$ cat config.mk
export PLATFORM = sky130hd
export DESIGN_NAME = decode_stage_flat
export DESIGN_NICKNAME = d
export VERILOG_FILES = /design/src/rtl/decode_stage_if.sv /design/src/rtl/decode_stage.sv /design/src/flat_wrapper.sv
export SDC_FILE = /design/constraint.sdc
export NUM_CORES = 1
export LEC_CHECK = 0
export ABC_AREA = 1
export BUFFER_PORTS_ARGS = -buffer_cell sky130_fd_sc_hd__buf_4
export CAP_MARGIN = 20
export CORE_MARGIN = 3
export CORE_UTILIZATION = 55
export CTS_BUF_LIST = sky130_fd_sc_hd__clkbuf_4 sky130_fd_sc_hd__clkbuf_8
export DETAILED_ROUTE_END_ITERATION = 6
export PLACE_DENSITY = 0.83
export SKIP_CTS_REPAIR_TIMING = 1
export SYNTH_ARGS = -nofsm -noshare
export SYNTH_HDL_FRONTEND = slang
export SYNTH_SLANG_ARGS = --single-unit
$ cat constraint.sdc
create_clock -name clk -period 4.1 [get_ports clk]
set_clock_uncertainty 0.15 [all_clocks]
set_input_delay 1.025 -clock clk [delete_from_list [all_inputs] [get_ports clk]]
set_output_delay 1.025 -clock clk [all_outputs]
set_load 0.05 [all_outputs]
$ cat src/rtl/decode_stage_if.sv
// decode_stage_if: fetch-side and execute-side handshake bundle for the decode stage
interface decode_stage_if #(
    parameter int XLEN = 32
);
    logic            in_valid;
    logic            in_ready;
    logic [XLEN-1:0] in_instr;
    logic [XLEN-1:0] in_pc;
    logic            out_valid;
    logic            out_ready;
    logic [3:0]      out_op;
    logic [4:0]      out_rs1;
    logic [4:0]      out_rs2;
    logic [4:0]      out_rd;
    logic [XLEN-1:0] out_imm;
    logic            out_use_imm;
    logic            out_illegal;
    logic [XLEN-1:0] out_pc;
    modport master (
        output in_valid, in_instr, in_pc, out_ready,
        input  in_ready, out_valid, out_op, out_rs1, out_rs2, out_rd,
               out_imm, out_use_imm, out_illegal, out_pc
    );
    modport slave (
        input  in_valid, in_instr, in_pc, out_ready,
        output in_ready, out_valid, out_op, out_rs1, out_rs2, out_rd,
               out_imm, out_use_imm, out_illegal, out_pc
    );
endinterface

$ cat src/rtl/decode_stage.sv
// decode_stage: RV32I/M to ALU decode behind a two-entry skid buffer with registered in_ready
module decode_stage #(
    parameter int XLEN = 32
) (
    input logic           clk,
    input logic           rst,
    input logic           flush,
    decode_stage_if.slave bus
);
    localparam logic [3:0] OP_ADD = 4'b0000, OP_SUB = 4'b0001, OP_AND = 4'b0010,
                           OP_OR  = 4'b0011, OP_XOR = 4'b0100, OP_NOT = 4'b0101,
                           OP_DIV = 4'b0110, OP_MUL = 4'b0111, OP_SLL = 4'b1000,
                           OP_SRL = 4'b1001;
    typedef struct packed {
        logic [3:0]      op;
        logic [4:0]      rs1;
        logic [4:0]      rs2;
        logic [4:0]      rd;
        logic [XLEN-1:0] imm;
        logic            use_imm;
        logic            illegal;
        logic [XLEN-1:0] pc;
    } entry_t;
    typedef enum logic [1:0] {S_EMPTY, S_ONE, S_TWO} state_t;
    state_t          r_state, w_state_nx;
    entry_t          r_h, r_s, w_dec;
    logic [3:0]      w_op;
    logic [XLEN-1:0] w_imm;
    logic            w_legal, w_use_imm;
    logic            w_accept, w_pop, w_load_h, w_load_s, w_h_from_s;
    logic [6:0]      w_opc, w_f7;
    logic [2:0]      w_f3;
    assign w_opc = bus.in_instr[6:0];
    assign w_f3  = bus.in_instr[14:12];
    assign w_f7  = bus.in_instr[31:25];
    always_comb begin
        w_op      = OP_ADD;
        w_legal   = 1'b0;
        w_use_imm = 1'b0;
        w_imm     = '0;
        if (w_opc == 7'b0110011) begin
            w_legal = 1'b1;
            case ({w_f7, w_f3})
                10'b0000000_000: w_op = OP_ADD;
                10'b0000000_111: w_op = OP_AND;
                10'b0000000_110: w_op = OP_OR;
                10'b0000000_100: w_op = OP_XOR;
                10'b0000000_001: w_op = OP_SLL;
                10'b0000000_101: w_op = OP_SRL;
                10'b0100000_000: w_op = OP_SUB;
                10'b0000001_000: w_op = OP_MUL;
                10'b0000001_100: w_op = OP_DIV;
                default:         w_legal = 1'b0;
            endcase
        end else if (w_opc == 7'b0010011) begin
            w_legal   = 1'b1;
            w_use_imm = 1'b1;
            w_imm     = {{(XLEN-12){bus.in_instr[31]}}, bus.in_instr[31:20]};
            case (w_f3)
                3'b000:  w_op = OP_ADD;
                3'b111:  w_op = OP_AND;
                3'b110:  w_op = OP_OR;
                3'b100:  w_op = &bus.in_instr[31:20] ? OP_NOT : OP_XOR;
                3'b001, 3'b101: begin
                    w_op    = w_f3[2] ? OP_SRL : OP_SLL;
                    w_legal = (w_f7 == 7'b0);
                    w_imm   = {{(XLEN-5){1'b0}}, bus.in_instr[24:20]};
                end
                default: w_legal = 1'b0;
            endcase
        end
        if (!w_legal) begin
            w_op      = OP_ADD;
            w_use_imm = 1'b0;
            w_imm     = '0;
        end
    end
    assign w_dec = '{op: w_op, rs1: bus.in_instr[19:15], rs2: bus.in_instr[24:20],
                     rd: bus.in_instr[11:7], imm: w_imm, use_imm: w_use_imm,
                     illegal: !w_legal, pc: bus.in_pc};
    assign bus.in_ready  = (r_state != S_TWO) && !rst;
    assign bus.out_valid = (r_state != S_EMPTY);
    assign w_accept      = bus.in_valid && bus.in_ready;
    assign w_pop         = bus.out_valid && bus.out_ready;
    always_comb begin
        w_state_nx = r_state;
        w_load_h   = 1'b0;
        w_load_s   = 1'b0;
        w_h_from_s = 1'b0;
        case (r_state)
            S_EMPTY: begin
                w_load_h   = w_accept;
                w_state_nx = w_accept ? S_ONE : S_EMPTY;
            end
            S_ONE: begin
                w_load_h   = w_accept && w_pop;
                w_load_s   = w_accept && !w_pop;
                w_state_nx = (w_accept && !w_pop) ? S_TWO : (!w_accept && w_pop) ? S_EMPTY : S_ONE;
            end
            S_TWO: begin
                w_h_from_s = w_pop;
                w_state_nx = w_pop ? S_ONE : S_TWO;
            end
            default: w_state_nx = S_EMPTY;
        endcase
        if (flush) begin
            w_state_nx = S_EMPTY;
            w_load_h   = 1'b0;
            w_load_s   = 1'b0;
            w_h_from_s = 1'b0;
        end
    end
    always_ff @(posedge clk) begin
        if (rst) begin
            r_state <= S_EMPTY;
            r_h     <= '0;
            r_s     <= '0;
        end else begin
            r_state <= w_state_nx;
            if (w_load_h) r_h <= w_dec;
            else if (w_h_from_s) r_h <= r_s;
            if (w_load_s) r_s <= w_dec;
        end
    end
    assign bus.out_op      = r_h.op;
    assign bus.out_rs1     = r_h.rs1;
    assign bus.out_rs2     = r_h.rs2;
    assign bus.out_rd      = r_h.rd;
    assign bus.out_imm     = r_h.imm;
    assign bus.out_use_imm = r_h.use_imm;
    assign bus.out_illegal = r_h.illegal;
    assign bus.out_pc      = r_h.pc;
endmodule

$ cat src/flat_wrapper.sv
// flat-port wrapper written by rule: the top's interface ports become plain ports
module decode_stage_flat 
#(
    parameter int XLEN = 32
)
  (clk, rst, flush, bus_in_valid, bus_in_instr, bus_in_pc, bus_out_ready, bus_in_ready, bus_out_valid, bus_out_op, bus_out_rs1, bus_out_rs2, bus_out_rd, bus_out_imm, bus_out_use_imm, bus_out_illegal, bus_out_pc);
  decode_stage_if #(.XLEN(XLEN)) bus_i ();
  input logic clk;
  input logic rst;
  input logic flush;
  input wire logic [$bits(bus_i.in_valid)-1:0] bus_in_valid;
  input wire logic [$bits(bus_i.in_instr)-1:0] bus_in_instr;
  input wire logic [$bits(bus_i.in_pc)-1:0] bus_in_pc;
  input wire logic [$bits(bus_i.out_ready)-1:0] bus_out_ready;
  output wire logic [$bits(bus_i.in_ready)-1:0] bus_in_ready;
  output wire logic [$bits(bus_i.out_valid)-1:0] bus_out_valid;
  output wire logic [$bits(bus_i.out_op)-1:0] bus_out_op;
  output wire logic [$bits(bus_i.out_rs1)-1:0] bus_out_rs1;
  output wire logic [$bits(bus_i.out_rs2)-1:0] bus_out_rs2;
  output wire logic [$bits(bus_i.out_rd)-1:0] bus_out_rd;
  output wire logic [$bits(bus_i.out_imm)-1:0] bus_out_imm;
  output wire logic [$bits(bus_i.out_use_imm)-1:0] bus_out_use_imm;
  output wire logic [$bits(bus_i.out_illegal)-1:0] bus_out_illegal;
  output wire logic [$bits(bus_i.out_pc)-1:0] bus_out_pc;
  assign bus_i.in_valid = bus_in_valid;
  assign bus_i.in_instr = bus_in_instr;
  assign bus_i.in_pc = bus_in_pc;
  assign bus_i.out_ready = bus_out_ready;
  assign bus_in_ready = bus_i.in_ready;
  assign bus_out_valid = bus_i.out_valid;
  assign bus_out_op = bus_i.out_op;
  assign bus_out_rs1 = bus_i.out_rs1;
  assign bus_out_rs2 = bus_i.out_rs2;
  assign bus_out_rd = bus_i.out_rd;
  assign bus_out_imm = bus_i.out_imm;
  assign bus_out_use_imm = bus_i.out_use_imm;
  assign bus_out_illegal = bus_i.out_illegal;
  assign bus_out_pc = bus_i.out_pc;
  decode_stage #(.XLEN(XLEN)) u_core (.clk(clk), .rst(rst), .flush(flush), .bus(bus_i));
endmodule
==> results.txt <==
Status: finished, final reports clean
Clock latency on the worst-skew pair: 420 ps
Post-layout util: 0.722
Residual DRC: 0
Post-synthesis register bit count: 132
Hold path depth: 2
Hold Crit Class: flip-flop to flip-flop
Clock Sinks: 132
Max VDD drop: 0.000237 V
Total CTS buffers: 17
Post-Syn Nets: 845
Crit. End Element: output port
Initial Util: 0.573
Count of final setup violators: 0
RSZ-0062 raised after global routing: false
Peak Freq: 0.305 GHz
Top FF cell, synth: dfxtp_1
Worst hold endpoint: u_core.r_s[74]
Fillers: 799
Post-Syn Area: 5680 um^2
Port bufs: 155
Startpoint Class: input port
Pwr dens: 393 nW/um^2
Sequential-to-total area share from yosys stat: 0.465
Rows: 36
Reg2Reg Setup Slack: 1280 ps
Met3 usage in global routing: 0.0492
Final WL: 15,000 um
CTS tree: done
# nets final: 960
Share of cells above drive strength 1: 0.235
FFs w/ async S/R, synth: 0
Minimum clock period after layout: 3280 ps
Reg2Reg Depth: 12
DR vias: 5,627
Number of library cell types mapped by synthesis: 30
Setup TNS: 0 ps
Placeable Area: 9910 um^2
Root Buffer: clkbuf_8
DR iter-0 viols: 484
Post-DP HPWL: 9940 um
Maxcap violations: 0
Synthesized area per cell: 7.34 um^2
Die area: 11,600 um^2
Longest Clk Path Bufs: 2
Fin crit share: 0.800
Vias per std cell: 5.44
Hold Fails Final Rpt: 0
Antenna Cells: 0
Post-synth EDFFs: 0
DRT antenna net count: 0
Min-delay src: u_core.r_s[74]
LEAKAGE: 3.22 nW
Yosys warning count: 0
Wire per inst: 14.5 um
Worst-path clk slew: 70 ps
Chip width: 108 um
Crit path max fanout: 51
Io pins: 156
Number of global-route vias before repair: 5,327
H-tree depth: 4
Gr ovfl total: 0
Global-route wire length before repair: 24,000 um
GP Congestion: 0.939
Die height: 108 um
WHS: 321 ps
Worst Tran Pin Value: 966 ps
Syn Inst Count: 774
Gr busiest metal: met2
Met1 GRT Util: 0.324
Initial antenna violation count: 0
CP required: 2920 ps
Pin count of the biggest net entering global routing: 112
Max Slew Vio Count: 0
WS Path Type: input port to output port
Max-slew headroom: 0.356
Layout area overhead: 25.9%
Gr usage total: 0.254
Worst Path Arrival: 2100 ps
Initial DRT Pass Iterations: 5
R2R Path End: u_core.bus.out_rs2[0]
GR Layer Usage met2: 0.422
Critical R2R Launch: u_core.r_state[1]
-- registers in the layout, indices dropped and copies added (netlist names) --
name,cells
u_core.bus.out_pc,32
u_core.r_s,65
u_core.bus.out_rs2,5
u_core.bus.out_rs1,5
u_core.bus.out_illegal,1
u_core.r_state,2
u_core.bus.out_rd,5
u_core.bus.out_imm,12
u_core.bus.out_op,4
u_core.bus.out_use_imm,1
-- Yosys cell counts, types with 12 or more instances --
library cell | n | share of area
a22oi_1 | 12 | 0.016
clkbuf_1 | 19 | 0.013
a21oi_1 | 109 | 0.096
nand3_1 | 22 | 0.019
nand2_1 | 128 | 0.085
buf_2 | 17 | 0.015
inv_1 | 64 | 0.042
nor2_1 | 86 | 0.057
buf_4 | 25 | 0.033
dfxtp_1 | 132 | 0.47
o21ai_0 | 112 | 0.099
a31oi_1 | 12 | 0.013
-- metrics by stage --
stage	total power, mW	instances	cell area (um^2)	worst slack, ps
finish	2.81	1035	7150	821
detailed placement	1.62	1003	6700	654
CTS	2.82	1035	7150	828
floorplan	1.50	774	5680	837
global route	2.91	1035	7150	752
global placement	1.61	1002	6670	668
-- cells in the final DEF (no fill, tap or decap), drive strengths merged, types with 3 or more instances in the layout --
cell / instances
nor2: 92
buf: 164
nand2: 130
o21ai: 112
dfxtp: 132
nor3: 4
inv: 72
nand4: 3
clkinv: 6
a31oi: 12
a21oi: 110
clkbuf: 18
nand3: 23
bufinv: 4
a22oi: 12
-- layout make-up --
type                    count  area [um^2]  area share
repair buffers            164         1250       0.175
inverters                  70          263      0.0367
clock inverters            14          201      0.0282
multi-input cells         504         2380       0.333
well taps                 133          166      0.0233
clock buffers              18          248      0.0346
flip-flops and latches    132         2640       0.370
-- kinds of logic after synthesis --
family                   Yosys count  share of synthesized area
AO/OA/AOI/OAI                    249                      0.229
adder cells (fa/ha/maj)            2                    0.00440
flip-flops                       132                      0.465
buffers and inverters            138                      0.118
AND/OR/NAND/NOR                  253                      0.183
-- power breakdown --
group	switching (mW)	leakage [nW]	internal (mW)
clock	0.531	0.220	0.688
sequential	0.0150	1.07	1.30
combinational	0.175	1.93	0.0972
-- worst max-delay path: stages --
cell and delay (ps):
buf_4 200, buf_4 510, nor2_1 120, buf_4 220
-- routing by layer --
| metal | vias to the layer above | share of wire | wire length, um |
|---|---|---|---|
| met5 | - | 0 | 0 |
| met4 | 0 | 0.018 | 276 |
| met3 | 31 | 0.075 | 1130 |
| met2 | 261 | 0.49 | 7330 |
| met1 | 2580 | 0.42 | 6260 |
| li1 | 2755 | - | - |
-- worst max path at each step --
stage	end	cells after the start	slack [ps]	from
3_3_place_gp	u_core.bus.out_pc[13]	10	670	rst
3_5_place_dp	u_core.bus.out_imm[2]	11	650	rst
5_1_grt	bus_in_ready	4	750	rst
2_1_floorplan	bus_in_ready	3	840	rst
4_1_cts	bus_in_ready	4	830	rst
6_report	bus_in_ready	4	820	rst
(Power assumes the default switching activity.)
